**src/rtl/csr_mon_pkg.sv**
```systemverilog
// Shared definitions for the CSR debug-monitor access path: command op codes,
// sequencer states, well-known machine CSR addresses and the write-value helper.
// Optional macro CSR_MON_VERIFY_EN adds the post-write readback state.
package csr_mon_pkg;

  typedef enum logic [1:0] {
    CSRMON_RD  = 2'b00,
    CSRMON_WR  = 2'b01,
    CSRMON_SET = 2'b10,
    CSRMON_CLR = 2'b11
  } csrmon_op_e;

`ifdef CSR_MON_VERIFY_EN
  typedef enum logic [2:0] {
    ST_IDLE  = 3'd0,
    ST_WAITH = 3'd1,
    ST_RD    = 3'd2,
    ST_WR    = 3'd3,
    ST_RESP  = 3'd4,
    ST_VFY   = 3'd5
  } csrmon_state_e;
`else
  typedef enum logic [2:0] {
    ST_IDLE  = 3'd0,
    ST_WAITH = 3'd1,
    ST_RD    = 3'd2,
    ST_WR    = 3'd3,
    ST_RESP  = 3'd4
  } csrmon_state_e;
`endif

  localparam logic [11:0] CSR_MSTATUS  = 12'h300;
  localparam logic [11:0] CSR_MISA     = 12'h301;
  localparam logic [11:0] CSR_MIE      = 12'h304;
  localparam logic [11:0] CSR_MTVEC    = 12'h305;
  localparam logic [11:0] CSR_MSCRATCH = 12'h340;
  localparam logic [11:0] CSR_MEPC     = 12'h341;
  localparam logic [11:0] CSR_MCAUSE   = 12'h342;
  localparam logic [11:0] CSR_MTVAL    = 12'h343;

  // Value to drive on the monitor write port for a given op.
  function automatic logic [31:0] csrmon_wval(input csrmon_op_e op,
                                              input logic [31:0] rd,
                                              input logic [31:0] wd);
    logic [31:0] v;
    case (op)
      CSRMON_SET: v = rd | wd;
      CSRMON_CLR: v = rd & ~wd;
      default:    v = wd;
    endcase
    return v;
  endfunction

endpackage

```
**src/rtl/csr_mon_access_if.sv**
```systemverilog
// Command/response channel between the debug monitor command decoder (master)
// and the CSR monitor access sequencer (slave).
interface csr_mon_access_if;
  logic        cmd_valid;
  logic        cmd_ready;
  logic [1:0]  cmd_op;
  logic [11:0] cmd_adr;
  logic [31:0] cmd_wdata;
  logic        rsp_valid;
  logic        rsp_ready;
  logic [31:0] rsp_data;
  logic        rsp_err;

  modport master (
    output cmd_valid, cmd_op, cmd_adr, cmd_wdata, rsp_ready,
    input  cmd_ready, rsp_valid, rsp_data, rsp_err
  );

  modport slave (
    input  cmd_valid, cmd_op, cmd_adr, cmd_wdata, rsp_ready,
    output cmd_ready, rsp_valid, rsp_data, rsp_err
  );
endinterface

```
**src/rtl/csr_mon_access.sv**
```systemverilog
// Debug-monitor initiator for the CSR array: takes one read/write/set/clear
// command at a time, waits for the CPU to halt, sequences the monitor read and
// write strobes and returns a single response.
// Optional macro CSR_MON_VERIFY_EN: read back after every write and flag a
// mismatch as an error.
module csr_mon_access
  import csr_mon_pkg::*;
#(
  parameter int unsigned HALT_TO = 1024,
  parameter int unsigned TO_W    = 10
) (
  input  logic              clk,
  input  logic              rst_n,
  csr_mon_access_if.slave   mon,
  input  logic              cpu_halted,
  output logic              csr_radr_en_mon,
  output logic [11:0]       csr_radr_mon,
  output logic [11:0]       csr_wadr_mon,
  output logic              csr_we_mon,
  output logic [31:0]       csr_wdata_mon,
  input  logic [31:0]       csr_rdata_mon
);

  localparam logic [TO_W-1:0] TO_LAST = TO_W'(HALT_TO - 1);

  csrmon_state_e   state_q, state_d;
  csrmon_op_e      op_q, op_d;
  logic [11:0]     adr_q, adr_d;
  logic [31:0]     wdata_q, wdata_d;
  logic [31:0]     rdreg_q, rdreg_d;
  logic [31:0]     rsp_data_q, rsp_data_d;
  logic            rsp_err_q, rsp_err_d;
  logic [TO_W-1:0] cnt_q, cnt_d;
  logic [31:0]     wval;

  assign wval = csrmon_wval(op_q, rdreg_q, wdata_q);

  // State and datapath registers; reset drops every strobe immediately.
  always_ff @(posedge clk or negedge rst_n) begin
    if (!rst_n) begin
      state_q    <= ST_IDLE;
      op_q       <= CSRMON_RD;
      adr_q      <= '0;
      wdata_q    <= '0;
      rdreg_q    <= '0;
      rsp_data_q <= '0;
      rsp_err_q  <= 1'b0;
      cnt_q      <= '0;
    end else begin
      state_q    <= state_d;
      op_q       <= op_d;
      adr_q      <= adr_d;
      wdata_q    <= wdata_d;
      rdreg_q    <= rdreg_d;
      rsp_data_q <= rsp_data_d;
      rsp_err_q  <= rsp_err_d;
      cnt_q      <= cnt_d;
    end
  end

  // Next-state, datapath updates and strobe/handshake outputs.
  always_comb begin
    state_d    = state_q;
    op_d       = op_q;
    adr_d      = adr_q;
    wdata_d    = wdata_q;
    rdreg_d    = rdreg_q;
    rsp_data_d = rsp_data_q;
    rsp_err_d  = rsp_err_q;
    cnt_d      = cnt_q;

    mon.cmd_ready   = 1'b0;
    mon.rsp_valid   = 1'b0;
    mon.rsp_data    = '0;
    mon.rsp_err     = 1'b0;
    csr_radr_en_mon = 1'b0;
    csr_radr_mon    = '0;
    csr_we_mon      = 1'b0;
    csr_wadr_mon    = '0;
    csr_wdata_mon   = '0;

    case (state_q)
      ST_IDLE: begin
        // Gated by rst_n so cmd_ready reads 0 while reset is held.
        mon.cmd_ready = rst_n;
        if (mon.cmd_valid) begin
          op_d       = csrmon_op_e'(mon.cmd_op);
          adr_d      = mon.cmd_adr;
          wdata_d    = mon.cmd_wdata;
          cnt_d      = '0;
          rsp_data_d = '0;
          rsp_err_d  = 1'b0;
          state_d    = ST_WAITH;
        end
      end

      ST_WAITH: begin
        if (cpu_halted) begin
          state_d = (op_q == CSRMON_WR) ? ST_WR : ST_RD;
        end else if ((HALT_TO != 0) && (cnt_q == TO_LAST)) begin
          rsp_err_d  = 1'b1;
          rsp_data_d = '0;
          state_d    = ST_RESP;
        end else begin
          cnt_d = cnt_q + 1'b1;
        end
      end

      ST_RD: begin
        csr_radr_en_mon = 1'b1;
        csr_radr_mon    = adr_q;
        rdreg_d         = csr_rdata_mon;
        if (op_q == CSRMON_RD) begin
          rsp_data_d = csr_rdata_mon;
          state_d    = ST_RESP;
        end else begin
          state_d = ST_WR;
        end
      end

      ST_WR: begin
        csr_we_mon    = 1'b1;
        csr_wadr_mon  = adr_q;
        csr_wdata_mon = wval;
        rsp_data_d    = (op_q == CSRMON_WR) ? 32'h0 : rdreg_q;
`ifdef CSR_MON_VERIFY_EN
        state_d = ST_VFY;
`else
        state_d = ST_RESP;
`endif
      end

`ifdef CSR_MON_VERIFY_EN
      // wval is still valid here: rdreg_q and wdata_q are unchanged since WR.
      ST_VFY: begin
        csr_radr_en_mon = 1'b1;
        csr_radr_mon    = adr_q;
        if (csr_rdata_mon != wval) begin
          rsp_err_d  = 1'b1;
          rsp_data_d = csr_rdata_mon;
        end
        state_d = ST_RESP;
      end
`endif

      ST_RESP: begin
        mon.rsp_valid = 1'b1;
        mon.rsp_data  = rsp_data_q;
        mon.rsp_err   = rsp_err_q;
        if (mon.rsp_ready) begin
          state_d = ST_IDLE;
        end
      end

      default: state_d = ST_IDLE;
    endcase
  end

endmodule
```
**src/flat_wrapper.sv**
```systemverilog
// flat-port wrapper written by rule: the top's interface ports become plain ports
module csr_mon_access_flat import csr_mon_pkg::*;
#(
  parameter int unsigned HALT_TO = 1024,
  parameter int unsigned TO_W    = 10
)
  (clk, rst_n, cpu_halted, csr_radr_en_mon, csr_radr_mon, csr_wadr_mon, csr_we_mon, csr_wdata_mon, csr_rdata_mon, mon_cmd_valid, mon_cmd_op, mon_cmd_adr, mon_cmd_wdata, mon_rsp_ready, mon_cmd_ready, mon_rsp_valid, mon_rsp_data, mon_rsp_err);
  csr_mon_access_if mon_i ();
  input  logic clk;
  input  logic rst_n;
  input  logic cpu_halted;
  output logic csr_radr_en_mon;
  output logic [11:0] csr_radr_mon;
  output logic [11:0] csr_wadr_mon;
  output logic csr_we_mon;
  output logic [31:0] csr_wdata_mon;
  input  logic [31:0] csr_rdata_mon;
  input wire logic [$bits(mon_i.cmd_valid)-1:0] mon_cmd_valid;
  input wire logic [$bits(mon_i.cmd_op)-1:0] mon_cmd_op;
  input wire logic [$bits(mon_i.cmd_adr)-1:0] mon_cmd_adr;
  input wire logic [$bits(mon_i.cmd_wdata)-1:0] mon_cmd_wdata;
  input wire logic [$bits(mon_i.rsp_ready)-1:0] mon_rsp_ready;
  output wire logic [$bits(mon_i.cmd_ready)-1:0] mon_cmd_ready;
  output wire logic [$bits(mon_i.rsp_valid)-1:0] mon_rsp_valid;
  output wire logic [$bits(mon_i.rsp_data)-1:0] mon_rsp_data;
  output wire logic [$bits(mon_i.rsp_err)-1:0] mon_rsp_err;
  assign mon_i.cmd_valid = mon_cmd_valid;
  assign mon_i.cmd_op = mon_cmd_op;
  assign mon_i.cmd_adr = mon_cmd_adr;
  assign mon_i.cmd_wdata = mon_cmd_wdata;
  assign mon_i.rsp_ready = mon_rsp_ready;
  assign mon_cmd_ready = mon_i.cmd_ready;
  assign mon_rsp_valid = mon_i.rsp_valid;
  assign mon_rsp_data = mon_i.rsp_data;
  assign mon_rsp_err = mon_i.rsp_err;
  csr_mon_access #(.HALT_TO(HALT_TO), .TO_W(TO_W)) u_core (.clk(clk), .rst_n(rst_n), .mon(mon_i), .cpu_halted(cpu_halted), .csr_radr_en_mon(csr_radr_en_mon), .csr_radr_mon(csr_radr_mon), .csr_wadr_mon(csr_wadr_mon), .csr_we_mon(csr_we_mon), .csr_wdata_mon(csr_wdata_mon), .csr_rdata_mon(csr_rdata_mon));
endmodule
```
**config.mk**
```make
export PLATFORM = sky130hd
export DESIGN_NAME = csr_mon_access_flat
export DESIGN_NICKNAME = d
export VERILOG_FILES = /design/src/rtl/csr_mon_pkg.sv /design/src/rtl/csr_mon_access_if.sv /design/src/rtl/csr_mon_access.sv /design/src/flat_wrapper.sv
export SDC_FILE = /design/constraint.sdc
export NUM_CORES = 1
export LEC_CHECK = 0
export ABC_AREA = 1
export ABC_CLOCK_PERIOD_IN_PS = 2400
export CORE_MARGIN = 2
export CORE_UTILIZATION = 35
export CTS_BUF_LIST = sky130_fd_sc_hd__clkbuf_16
export DETAILED_ROUTE_END_ITERATION = 6
export GPL_TIMING_DRIVEN = 0
export HOLD_SLACK_MARGIN = 0.12
export PLACE_DENSITY = 0.58
export SLEW_MARGIN = 30
export SYNTH_ARGS = -nofsm -noshare
export SYNTH_HDL_FRONTEND = slang
export SYNTH_SLANG_ARGS = --single-unit
export TNS_END_PERCENT = 1
```
**constraint.sdc**
```tcl
create_clock -name clk -period 2.4 [get_ports clk]
set_input_delay 0.36 -clock clk [delete_from_list [all_inputs] [get_ports clk]]
set_output_delay 0.36 -clock clk [all_outputs]
set_load 0.03 [all_outputs]
```
==> results.yml, run 1 <==
run_status:
  status: "finished with violations"
  violations: "setup timing"
setup_path:
  crit_start: "u_core.state_q[2]$_DFFE_PN0P_"
  path_class: "flip-flop to primary output"
  cp_slowest_cell: "dfrtp_1"
  path_cells: "inv_2 -> nand3_4 -> clkbuf_4 -> a311oi_2 -> buf_2"
  required_ps: 2040
  critical_path_buf_inv_count: 3
  arrival_ps: 2060
  endpoint_kind: "primary output"
  path_delay_family: "buffers and inverters"
  timing.rr.start: "u_core.state_q[0]$_DFFE_PN0P_"
  path_max_fanout: 10
  start_kind: "flip-flop"
  slowest_delay_ps: 430
routing:
  first_pass_iters: 5
  finalWirelength_mm: 20.00
  wire_per_inst_um: 15.02
  vias: 6262
  ant_nets: 0
  viasPerCell: 4.701
  drt_iter0_drc: 412
  drc: 0
yosys:
  synth_cell_types: 26
  synth-seq-cells: 124
  ys_warn_count: 0
  synth_edf_count: 0
  yosysSeqAreaShare: 0.4871
  syn_avg_cell_area_sq_um: 7.165
  syn_nets: 973
  syn-cell-area_sq_mm: 0.006370
  ys.flop_type: "dfrtp_1"
  synth_cells: 889
  synth_async_sr_flop_share: 1.000
global_routing:
  grt_overflow: 0
  track_usage: 0.2121
  antenna_found_initial: 1
  grt_pass1_wl_mm: 32.41
  grt_max_degree: 85
  grt_pass1_vias: 6073
sta:
  setup_tns_ps: -17.76
  period_share: 1.007
  fin_crit_ps: 2418
  setup_ws_ps: -17.76
  fmax_mhz: 413.6
  rsz0062_at_grt: "yes"
  hold_violations: 0
  maxSlewHeadroom: 0.6786
  slew_violations: 0
  skew_ps: 8.034
  setup_violations: 1
  tightestPinTransition_ps: 482.1
placed_design:
  dp_hpwl_mm: 14.74
  port_buffers: 175
  gp_congestion: 0.8266
floorplanning:
  start_util: 0.3558
  core_area_sq_mm: 0.01790
  die_w_um: 138.9
  ios: 176
  num_rows: 49
  die_h_um: 138.9
  die_area_sq_mm: 0.01929
clocking:
  cts_buffer_depth: 2
  cts_made_buffers: 17
  cts.sinks: 124
  path_clk_slew_ps: 60
  cts_tree: "built"
  cts_max_level: 4
  clock_latency_ps: 420
  root_buffer: "clkbuf_16"
finish:
  area_growth_syn_to_layout_pct: 41.35
  layout-drive-gt1-share: 0.1679
  nets: 1173
worst_hold_path:
  hold_start: "u_core.rsp_data_q[26]$_DFFE_PN0P_"
  min_path_type: "flip-flop to flip-flop"
power:
  vdd_drop_max_mv: 0.6878
  leakage_nw: 4.468
  p_per_area_mw_per_mm2: 1180
  finalPower_mw: 10.62
flow_run:
  max-cap-violations: 0
==> worst paths after layout <==
kind	end	slack [ps]	cells past startpoint
min in group asynchronous	u_core.cnt_q[8]$_DFFE_PN0P_	510	3
hold reg to reg	u_core.rsp_data_q[26]$_DFFE_PN0P_	470	2
setup reg to reg	u_core.wdata_q[25]$_DFFE_PN0P_	590	7
setup / recovery	csr_wdata_mon[30]	-20	5
hold / removal	u_core.rsp_data_q[26]$_DFFE_PN0P_	470	2
max in group asynchronous	u_core.wdata_q[12]$_DFFE_PN0P_	1490	3
==> synthesized netlist by cell type (5+ instances only) <==
master,instances,area share
nand2_1,356,0.21
o21ai_1,9,0.0071
nand3_1,58,0.046
o21ai_0,60,0.047
nor2_1,95,0.056
dfrtp_1,124,0.49
clkbuf_1,15,0.0088
inv_2,5,0.0029
buf_2,25,0.020
inv_1,73,0.043
a21oi_1,32,0.025
a311oi_1,7,0.0096
==> report_power, final <==
group          leakage, nW  switching (mW)  total [mW]  internal (mW)
sequential            1.59           0.702        3.74           3.03
combinational         2.58            2.73        4.16           1.42
clock                0.297           0.992        2.73           1.73
==> what timing repair did <==
item | in CTS | in global routing
setup endpoints to repair | 92 | 87
hold buffers | 2 | 0
hold endpoints to repair | 40 | 0
pin swaps | 0 | 0
gates resized for setup | 276 | 115
buffers inserted | 0 | 3
==> area by class of cell <==
| type | count | area (sq um) |
|---|---|---|
| Fill cell | 1856 | 8899 |
| Sequential cell | 124 | 3104 |
| Multi-Input combinational cell | 638 | 2764 |
| Timing Repair Buffer | 181 | 1653 |
| Clock buffer | 17 | 425.4 |
| Inverter | 78 | 292.8 |
| Tap cell | 229 | 286.5 |
| Buffer | 49 | 276.5 |
| Clock inverter | 15 | 198.9 |
| Antenna cell | 1 | 2.502 |
==> kinds of logic after synthesis <==
| group | share of synthesized area |
|---|---|
| AND/OR/NAND/NOR | 0.3308 |
| AO/OA/AOI/OAI | 0.09369 |
| adder cells (fa/ha/maj) | 0.001964 |
| XOR/XNOR | 0.001375 |
| flip-flops | 0.4871 |
| buffers and inverters | 0.08505 |
==> worst register-to-register path, cell delays in order (launching register included) <==
cell,delay [ps]
dfrtp_2,460
inv_2,130
buf_4,120
nand3_1,320
inv_2,240
buf_2,300
nand2_1,100
nand2_1,80
==> sequential cells by signal, summed over array words and instances (netlist names) <==
register	flops
u_core.cnt_q	10
u_core.rdreg_q	32
u_core.op_q	2
u_core.state_q	3
u_core.wdata_q	32
u_core.rsp_data_q	32
u_core.rsp_err_q	1
u_core.adr_q	12
==> routing by layer <==
layer | wire [um] | global-route usage | vias to the layer above
met4 | 143 | 0.05263 | 0
met3 | 1282 | 0.06112 | 10
met2 | 9462 | 0.3443 | 149
met1 | 9115 | 0.2812 | 2915
li1 | - | - | 3188
met5 | 0 | 0 | -
==> stage by stage <==
step / hold slack (ps) / std cells / worst slack (ps) / utilization / instance area (sq um)
after floorplan: 64.41 / 889 / 338.2 / - / 6370
after global placement: 453.8 / 1293 / -4251 / 0.4697 / 8408
after detailed placement: 276.3 / 1294 / -283.6 / 0.4715 / 8441
after CTS: 454.7 / 1328 / -221.6 / 0.5144 / 9209
after global routing: 484.8 / 1331 / -90.61 / 0.5028 / 9001
final: 466.1 / 1332 / -17.76 / 0.5029 / 9004
==> cells in the final DEF, fill, tap and decap left out, types with 3 or more instances in the layout <==
cell type,instances
o21ai_0,60
clkbuf_2,7
clkdlybuf4s15_1,3
clkdlybuf4s50_1,81
bufinv_16,4
a21oi_1,32
clkinv_4,3
inv_1,74
clkbuf_16,17
clkbuf_4,5
buf_4,8
inv_2,5
clkinvlp_4,4
nand3_1,58
nand2_1,354
dlygate4sd2_1,4
clkbuf_1,9
nor2_4,4
nor2_1,95
dfrtp_1,123
clkdlybuf4s15_2,37
buf_2,66
buf_6,4
a311oi_1,4
o21ai_1,9
nand2_2,6
a311oi_2,3
Note: power is estimated with default switching activity, not from simulation.
==> inputs of run 2 (changes only) <==
- CORE_UTILIZATION: 35 -> 52
- PLACE_DENSITY: 0.58 -> 0.83
==> results.yml, run 2 (same netlist as run 1, synthesis figures left out) <==
routing:
  finalWirelength_mm: 18.67
  wl_met1_mm: 8.264
  viasPerCell: 5.204
  met3_length_mm: 1.117
  ant_nets: 0
  routed.top_layer: "met4"
  first_pass_iters: 5
  wl_met2_mm: 8.898
  drt_iter0_drc: 562
  vias: 6495
  drc: 0
  wire_per_inst_um: 14.96
placed_design:
  placed_area_sq_mm: 0.008338
  dp_hpwl_mm: 13.71
  preCtsSetupSlack_ps: -239.1
  gp_congestion: 0.8837
  port_buffers: 175
finish:
  layout-drive-gt1-share: 0.1553
  layout_common_cells: "nand2_1 (355), dfrtp_1 (123), nor2_1 (95), clkdlybuf4s50_1 (81), inv_1 (74)"
  reg_top3: "u_core.rdreg_q (32), u_core.rsp_data_q (32), u_core.wdata_q (32)"
  final_cell_area_sq_mm: 0.008768
  layout_commonest_cell: "nand2_1"
  nets: 1172
  diodes: 0
  nFillCells: 973
  area_growth_syn_to_layout_pct: 37.65
power:
  swShare: 0.4284
  clkPwrFrac: 0.222
  p_comb_frac: 0.408
  p_switching_mw: 4.354
  vdd_drop_max_mv: 0.6164
  p_seq_frac: 0.370
  leakage_nw: 4.456
  finalPower_mw: 10.16
  intPower_mw: 5.809
  p_per_area_mw_per_mm2: 1159
sta:
  period_share: 0.9884
  slew_violations: 0
  skew_ps: 6.070
  setup_tns_ps: 0
  fin_crit_ps: 2372
  tightestPinTransition_ps: 445.2
  setup_ws_ps: 27.93
  setup_violations: 0
  fmax_mhz: 421.6
  rsz0062_at_grt: "yes"
  hold_violations: 0
  maxSlewHeadroom: 0.7032
clocking:
  cts_setup_buffers: 0
  cts_max_level: 4
  path_clk_slew_ps: 50
  cts_made_buffers: 17
  clock_latency_ps: 410
  root_buffer: "clkbuf_16"
  cts_buffer_depth: 2
  cts_tree: "built"
  cts.sinks: 124
floorplanning:
  start_util: 0.5325
  ios: 176
  num_rows: 40
  die_area_sq_mm: 0.01315
  die_w_um: 114.7
  die_h_um: 114.7
  core_area_sq_mm: 0.01196
setup_path:
  timing.rr.start: "u_core.cnt_q[0]$_DFFE_PN0P_"
  r2r-end: "u_core.rsp_data_q[0]$_DFFE_PN0P_"
  required_ps: 2040
  ff2ff_setup_slack_ps: 600
  cp_slowest_cell: "dfrtp_1"
  slowest_delay_ps: 450
  critical_path_buf_inv_count: 4
  arrival_ps: 2010
  path_max_fanout: 10
  endpoint_kind: "primary output"
  start_kind: "flip-flop"
  path_class: "flip-flop to primary output"
  path_cells: "inv_4 -> nand3_4 -> buf_4 -> buf_2 -> a21oi_1 -> clkdlybuf4s18_2"
  r2r.worst_path.cells: 9
  path_delay_family: "buffers and inverters"
global_routing:
  antenna_found_initial: 0
  grt_pass1_wl_mm: 30.51
  grt_pass1_vias: 6377
  track_usage: 0.2999
  grt_overflow: 0
  grt_max_degree: 83
run_status:
  status: "complete, no violations"
worst_hold_path:
  whs_path_depth: 2
  min_to: "u_core.rsp_data_q[9]$_DFFE_PN0P_"
  min_path_type: "flip-flop to flip-flop"
  hold_start: "u_core.rsp_data_q[9]$_DFFE_PN0P_"
flow_run:
  max-cap-violations: 0
-- run 2: how the worst max path moves through the flow --
stage	start	to	slack [ps]	depth (start not counted)
2_1_floorplan	u_core.state_q[2]$_DFFE_PN0P_	csr_wdata_mon[28]	340	4
5_1_grt	u_core.state_q[2]$_DFFE_PN0P_	csr_wdata_mon[8]	-70	6
3_3_place_gp	rst_n	mon_cmd_ready	-3930	4
6_report	u_core.state_q[2]$_DFFE_PN0P_	csr_wdata_mon[8]	30	6
4_1_cts	u_core.state_q[2]$_DFFE_PN0P_	csr_wdata_mon[21]	-70	5
3_5_place_dp	u_core.state_q[2]$_DFFE_PN0P_	csr_wdata_mon[30]	-240	5
-- run 2: timing repair --
action / 4_1_cts / 5_1_grt
hold buffers: 3 / 1
hold endpoints to repair: 43 / 81
gates resized for setup: 279 / 91
pin swaps: 0 / 0
endpoints found under the setup margin: 92 / 81
gates cloned: 0 / 0
-- run 2: final cells by class --
cell class | count | area [sq um] | share of cell area
Timing Repair Buffer | 180 | 1633 | 0.1862
Clock inverter | 15 | 88.84 | 0.01013
Tap cell | 147 | 183.9 | 0.02098
Multi-Input combinational cell | 638 | 2761 | 0.3149
Inverter | 78 | 295.3 | 0.03368
Clock buffer | 17 | 425.4 | 0.04852
Buffer | 49 | 276.5 | 0.03154
Sequential cell | 124 | 3104 | 0.3540
-- run 2: power groups by stage --
stage | Clock, mW | Sequential [mW] | Combinational (mW)
global placement | 0 | 3.71 | 4.02
floorplan | 0 | 3.51 | 2.92
CTS | 2.27 | 3.72 | 4.15
detailed placement | 0 | 3.73 | 4.13
global route | 2.39 | 3.87 | 4.67
finish | 2.26 | 3.76 | 4.15
-- run 2: metrics by stage --
step	cells	hold slack (ps)	util
floorplan	889	64.41	-
detailed placement	1212	274.1	0.6971
global placement	1211	452.8	0.6944
global route	1248	467.3	0.7331
finish	1248	468.4	0.7331
CTS	1247	-17.49	0.7482
-- run 2: metal layers --
layer | up-vias | GRT usage
met5 | - | 0
met2 | 231 | 0.4907
met3 | 33 | 0.07888
met4 | 0 | 0.09268
li1 | 3181 | -
met1 | 3050 | 0.3921
-- run 2: worst register-to-register path: cells and delay by family, from the launching register on --
family                   cells  cell delay (ps)
AND/OR/NAND/NOR              7              930
buffers and inverters        1              170
adder cells (fa/ha/maj)      1              190
flip-flops                   1              390
